[src/rtl/johnson_pkg.sv]
// rtl/johnson_pkg.sv - shared types and Johnson code helpers for the decoder slice
package johnson_pkg;

    typedef enum logic [1:0] {
        HUNT   = 2'd0,
        CHECK  = 2'd1,
        LOCKED = 2'd2
    } jstate_e;

    localparam int JMAX_W = 32;
    localparam int JIDX_W = 6;

    typedef struct packed {
        logic              legal;
        logic [JIDX_W-1:0] index;
    } jdec_t;

    // Phase k <= width fills k ones from the bottom; past width the ones drain from the bottom.
    function automatic logic [JMAX_W-1:0] johnson_code(input int unsigned index,
                                                       input int unsigned width);
        logic [JMAX_W-1:0] c;
        c = '0;
        for (int unsigned i = 0; i < JMAX_W; i++) begin
            if (i < width) begin
                c[i] = (index <= width) ? (i < index) : (i >= index - width);
            end
        end
        return c;
    endfunction

    function automatic jdec_t johnson_phase(input logic [JMAX_W-1:0] code,
                                            input int unsigned width);
        jdec_t d;
        d = '0;
        for (int unsigned k = 0; k < 2 * JMAX_W; k++) begin
            if ((k < 2 * width) && !d.legal && (code == johnson_code(k, width))) begin
                d.legal = 1'b1;
                d.index = k[JIDX_W-1:0];
            end
        end
        return d;
    endfunction

endpackage

[src/rtl/johnson_code_lut.sv]
// rtl/johnson_code_lut.sv - combinational Johnson code validator and phase decoder
module johnson_code_lut
    import johnson_pkg::*;
#(
    parameter int WIDTH = 4,
    localparam int PH_W = $clog2(2 * WIDTH)
) (
    input  logic [WIDTH-1:0] code_i,
    output logic             legal_o,
    output logic [PH_W-1:0]  index_o
);

    logic [JMAX_W-1:0] code_ext;
    jdec_t             dec;

    always_comb begin
        code_ext              = '0;
        code_ext[WIDTH-1:0]   = code_i;
        dec                   = johnson_phase(code_ext, WIDTH);
    end

    assign legal_o = dec.legal;
    assign index_o = dec.index[PH_W-1:0];

endmodule

[src/rtl/johnson_code_decoder.sv]
// rtl/johnson_code_decoder.sv - Johnson code decoder with lock tracking and error counting
module johnson_code_decoder
    import johnson_pkg::*;
#(
    parameter int WIDTH    = 4,
    parameter int LOCK_CNT = 3,
    parameter int ERR_W    = 8,
    localparam int PH_W    = $clog2(2 * WIDTH)
) (
    input  logic             clk,
    input  logic             reset,
    input  logic             code_valid,
    input  logic [WIDTH-1:0] code_in,
    input  logic             err_clr,
    output logic [PH_W-1:0]  phase,
    output logic             phase_valid,
    output logic             illegal,
    output logic             seq_err,
    output logic             locked,
    output logic [ERR_W-1:0] err_count
);

    localparam logic [PH_W-1:0]  LAST_PH = PH_W'(2 * WIDTH - 1);
    localparam logic [3:0]       LOCK_C  = 4'(LOCK_CNT);
    localparam logic [ERR_W-1:0] ERR_MAX = '1;

    logic            lut_legal;
    logic [PH_W-1:0] lut_index;

    johnson_code_lut #(.WIDTH(WIDTH)) u_lut (
        .code_i  (code_in),
        .legal_o (lut_legal),
        .index_o (lut_index)
    );

    jstate_e          state_q, state_d;
    logic [3:0]       run_q, run_d;
    logic [PH_W-1:0]  phase_q, phase_d;
    logic             pv_q, pv_d;
    logic             ill_q, ill_d;
    logic             serr_q, serr_d;
    logic [ERR_W-1:0] err_q, err_d;

    logic [PH_W-1:0]  phase_exp;
    logic             in_order;
    logic             err_inc;

    assign phase_exp = (phase_q == LAST_PH) ? '0 : phase_q + 1'b1;
    assign in_order  = lut_legal && (lut_index == phase_exp);

    always_comb begin
        state_d = state_q;
        run_d   = run_q;
        phase_d = phase_q;
        pv_d    = 1'b0;
        ill_d   = 1'b0;
        serr_d  = 1'b0;
        err_inc = 1'b0;

        if (code_valid) begin
            if (lut_legal) begin
                phase_d = lut_index;
                pv_d    = 1'b1;
            end else begin
                ill_d   = 1'b1;
            end

            unique case (state_q)
                HUNT: begin
                    if (lut_legal) begin
                        run_d   = 4'd1;
                        state_d = (LOCK_C == 4'd1) ? LOCKED : CHECK;
                    end
                end
                CHECK: begin
                    if (!lut_legal) begin
                        run_d   = 4'd0;
                        state_d = HUNT;
                    end else if (in_order) begin
                        run_d = run_q + 4'd1;
                        if (run_q + 4'd1 == LOCK_C) begin
                            state_d = LOCKED;
                        end
                    end else begin
                        // An out-of-order legal code becomes the new seed of the run.
                        run_d = 4'd1;
                    end
                end
                LOCKED: begin
                    if (!in_order) begin
                        serr_d  = 1'b1;
                        err_inc = 1'b1;
                        run_d   = 4'd0;
                        state_d = HUNT;
                    end
                end
                default: begin
                    run_d   = 4'd0;
                    state_d = HUNT;
                end
            endcase
        end

        err_d = err_q;
        if (err_clr) begin
            err_d = '0;
        end else if (err_inc && (err_q != ERR_MAX)) begin
            err_d = err_q + 1'b1;
        end
    end

    always_ff @(posedge clk or negedge reset) begin
        if (!reset) begin
            state_q <= HUNT;
            run_q   <= 4'd0;
            phase_q <= '0;
            pv_q    <= 1'b0;
            ill_q   <= 1'b0;
            serr_q  <= 1'b0;
            err_q   <= '0;
        end else begin
            state_q <= state_d;
            run_q   <= run_d;
            phase_q <= phase_d;
            pv_q    <= pv_d;
            ill_q   <= ill_d;
            serr_q  <= serr_d;
            err_q   <= err_d;
        end
    end

    assign phase       = phase_q;
    assign phase_valid = pv_q;
    assign illegal     = ill_q;
    assign seq_err     = serr_q;
    assign locked      = (state_q == LOCKED);
    assign err_count   = err_q;

endmodule

[config.mk]
export PLATFORM = sky130hd
export DESIGN_NAME = johnson_code_decoder
export DESIGN_NICKNAME = d
export VERILOG_FILES = /design/src/rtl/johnson_pkg.sv /design/src/rtl/johnson_code_lut.sv /design/src/rtl/johnson_code_decoder.sv
export SDC_FILE = /design/constraint.sdc
export NUM_CORES = 1
export LEC_CHECK = 0
export CAP_MARGIN = 30
export CORE_ASPECT_RATIO = 2
export CORE_UTILIZATION = 25
export CTS_CLUSTER_DIAMETER = 100
export DETAILED_ROUTE_END_ITERATION = 7
export PLACE_DENSITY_LB_ADDON = 0.05
export SYNTH_ARGS = -nofsm -noshare
export SYNTH_HDL_FRONTEND = slang
export SYNTH_HIERARCHICAL = 1
export SYNTH_SLANG_ARGS = --single-unit
[constraint.sdc]
create_clock -name clk -period 2.6 [get_ports clk]
set_input_delay 0.52 -clock clk [delete_from_list [all_inputs] [get_ports clk]]
set_output_delay 0.52 -clock clk [all_outputs]
set_load 0.02 [all_outputs]
==> results.cfg <==
[worst_setup_path]
reg2reg_depth = 8
r2r_slack_ns = 0.30
startpoint_type = flop
worstPathArrival_ns = 2.49
cp.required_ns = 2.79
r2r_start = phase[0]
crit_start = phase[0]
critPathCaptureType = flop
crit_type = flop to flop
r2r_end = err_count[7]
cp-endpoint = err_count[7]
cp_max_fo = 6

[logic_synthesis]
synth-main-ff-cell = dfrtp_1
syn_inst = 131
synth_warnings = 6
yosys.area.top_type = dfrtp_1
avgSynthCellArea_sq_um = 9.97
synth_edf_count = 0
ys_seq_area_share_pct = 38.3
async_reset_ff_share_pct = 100
ys_top_cells_by_area = dfrtp_1 (38%), ha_1 (4.8%), a21oi_1 (3.8%)
yosysTopAreaCellShare_pct = 38.3
syn_nets = 144
ys_types = 46
netlist_area_sq_um = 1310
ys_ff_latch = 20

[global_routing]
grt_use_met2_pct = 23.3
grt_first_pass_wirelength_mm = 5.33
overflow = 0
busiest_layer = met2
grt_max_degree = 21
grt_pass1_vias = 1177
grt_util_met1_pct = 13.4
antenna_found_initial = 0
grt_use_total_pct = 12.9
use_met3_pct = 1.75

[power]
ir_drop_mv = 0.282
swShare_pct = 30.6
internal_power_uw = 597
p_clk_share_pct = 28.9
p_per_area_nw_per_um2 = 482
seq_power_share_pct = 40.7
combPwrFrac_pct = 30.3
leakage_uw = 0.000775
power_switching_uw = 264

[floorplanning]
rows = 36
dieArea_sq_um = 5540
coreArea_sq_um = 4950
start_util_pct = 26.4
io_pins = 23
die_h_um = 104
die_x_um = 53.1

[run_status]
outcome = finished, final reports clean

[placement]
dp_worst_setup_slack_ns = -0.220
hpwl_mm = 2.47
place_congestion = 0.782
placed_area_sq_um = 1710
port-buffer-count = 22

[timing]
worstMarginPinSlew_ns = 0.433
hold_viol_final = 0
finalCritPeriodShare_pct = 88.4
hold_slack_ns = 0.555
slew_violations = 0
max_freq_mhz = 435
slew_headroom_pct = 71.0
fin_skew_ns = 0.00794
setup_viol = 0
rsz0062_at_grt = no
worst_slack_ns = 0.303
min_period_ns = 2.30

[clock_network]
cts.sinks = 20
cts_buffers = 3
clk_pin_slew_ns = 0.08
clk_path_buf_depth = 2
htree_num_levels = 1
clockRootBuffer = clkbuf_8
cts_tree = done
clock_latency_ns = 0.27
cts_hold_buf = 0

[worst_hold_path]
holdCritPathClass = flop to flop

[cells_and_area]
fin_area_sq_um = 1790
antenna_cells = 0
fillers = 518
drive_above_1_share_pct = 22.4
area_growth_pct = 36.8
finish.net_count = 184

[drt]
ant_nets = 0
num_vias = 1129
drt_pass1_iterations = 4
via_per_inst = 4.97
wire_per_inst_um = 14.0
drc = 0
wirelength_mm = 3.19
drt-initial-drc-count = 19

[flow_run]
drv_cap = 0
[sequential cells by signal, indices dropped and copies added, names as in the netlist]
register,cells
phase_valid,1
run_q,4
seq_err,1
illegal,1
err_count,8
state_q,2
phase,3
[power groups by stage]
stage	sequential (uW)	clock (uW)	combinational [uW]
floorplan	361	0	146
global placement	356	0	260
detailed placement	357	0	264
CTS	351	261	264
global route	354	270	284
finish	351	249	261
[worst min path at each step]
stage | depth (start not counted) | start | end
3_5_place_dp | 1 | phase[2] | phase[2]
4_1_cts | 1 | phase[2] | phase[2]
2_1_floorplan | 0 | reset | err_count[0]
6_report | 1 | phase[2] | phase[2]
5_1_grt | 1 | phase[2] | phase[2]
3_3_place_gp | 1 | phase[2] | phase[2]
[placed cells by master (no fill, tap or decap), types with 3 or more instances in the layout]
cell             instances
mux2i_1                  3
inv_1                    7
a21oi_1                  9
o21ai_0                  3
buf_4                   18
dfrtp_1                 20
nand2b_1                 3
nor2b_1                  4
mux2_2                   4
nor2_1                   4
o31ai_1                  4
ha_1                     5
or4_1                    3
nand2_1                 10
clkbuf_8                 4
o21ai_1                  3
nand3_1                  6
dlymetal6s2s_1           4
clkdlybuf4s50_1         18
or3_1                    3
[cells by family (layout without fill, tap and decap cells)]
| group | after synthesis | count (layout) | synth area share (%) |
|---|---|---|---|
| compound gates | 32 | 32 | 17.7 |
| xor+xnor | 3 | 3 | 4.02 |
| fa+ha+maj | 5 | 5 | 4.79 |
| buf+inv | 12 | 51 | 4.02 |
| flops | 20 | 20 | 38.3 |
| mux | 9 | 9 | 7.47 |
| simple gates | 50 | 50 | 23.7 |
[cell usage after synthesis (2+ instances only)]
cell type and n:
dfrtp_1 20, a21oi_1 10, nand2_1 10, inv_1 7
nand3_1 6, ha_1 5, mux2_2 4, nand2b_1 4
nor2_1 4, nor2b_1 4, o31ai_1 4, clkbuf_1 3
mux2i_1 3, o21ai_0 3, o21ai_1 3, or3_1 3
or4_1 3, mux2_1 2, nand3b_1 2, nand4_1 2
nor3_1 2, o22ai_1 2, or3b_1 2
[per-stage QoR]
step / power (uW) / instances / TNS, ns / utilization [%]
3_5_place_dp: 620 / 223 / -1.10 / 34.4
3_3_place_gp: 616 / 223 / -0.753 / 34.4
6_report: 861 / 227 / 0 / 36.1
5_1_grt: 909 / 227 / 0 / 36.1
2_1_floorplan: 508 / 131 / 0 / -
4_1_cts: 876 / 227 / 0 / 35.6
[worst max-delay path: stages (launching register included)]
cell      delay (ns)
dfrtp_1         0.43
ha_1            0.22
ha_1            0.21
or3_4           0.34
nand3_2         0.10
o311ai_4        0.09
buf_4           0.17
or4_1           0.50
a21oi_1         0.16
[layout make-up]
cell class / instances / area (sq um) / area share [%]
inverters: 7 / 26.3 / 1.47
clock buffers: 4 / 55.1 / 3.08
well taps: 57 / 71.3 / 3.99
repair buffers: 40 / 365 / 20.4
flip-flops and latches: 20 / 500 / 28.0
multi-input cells: 99 / 768 / 43.0
[timing repair]
item                                    4_1_cts  5_1_grt
endpoints found under the setup margin        0        3
setup buffers                                 0        0
resized for setup                             0        7
[metal layers]
| layer | vias up | wire [um] |
|---|---|---|
| met2 | 28 | 1790 |
| met3 | 8 | 106 |
| li1 | 554 | - |
| met1 | 539 | 1220 |
| met5 | - | 0 |
| met4 | 0 | 72 |
No activity file was read; power rests on OpenSTA's default activity.
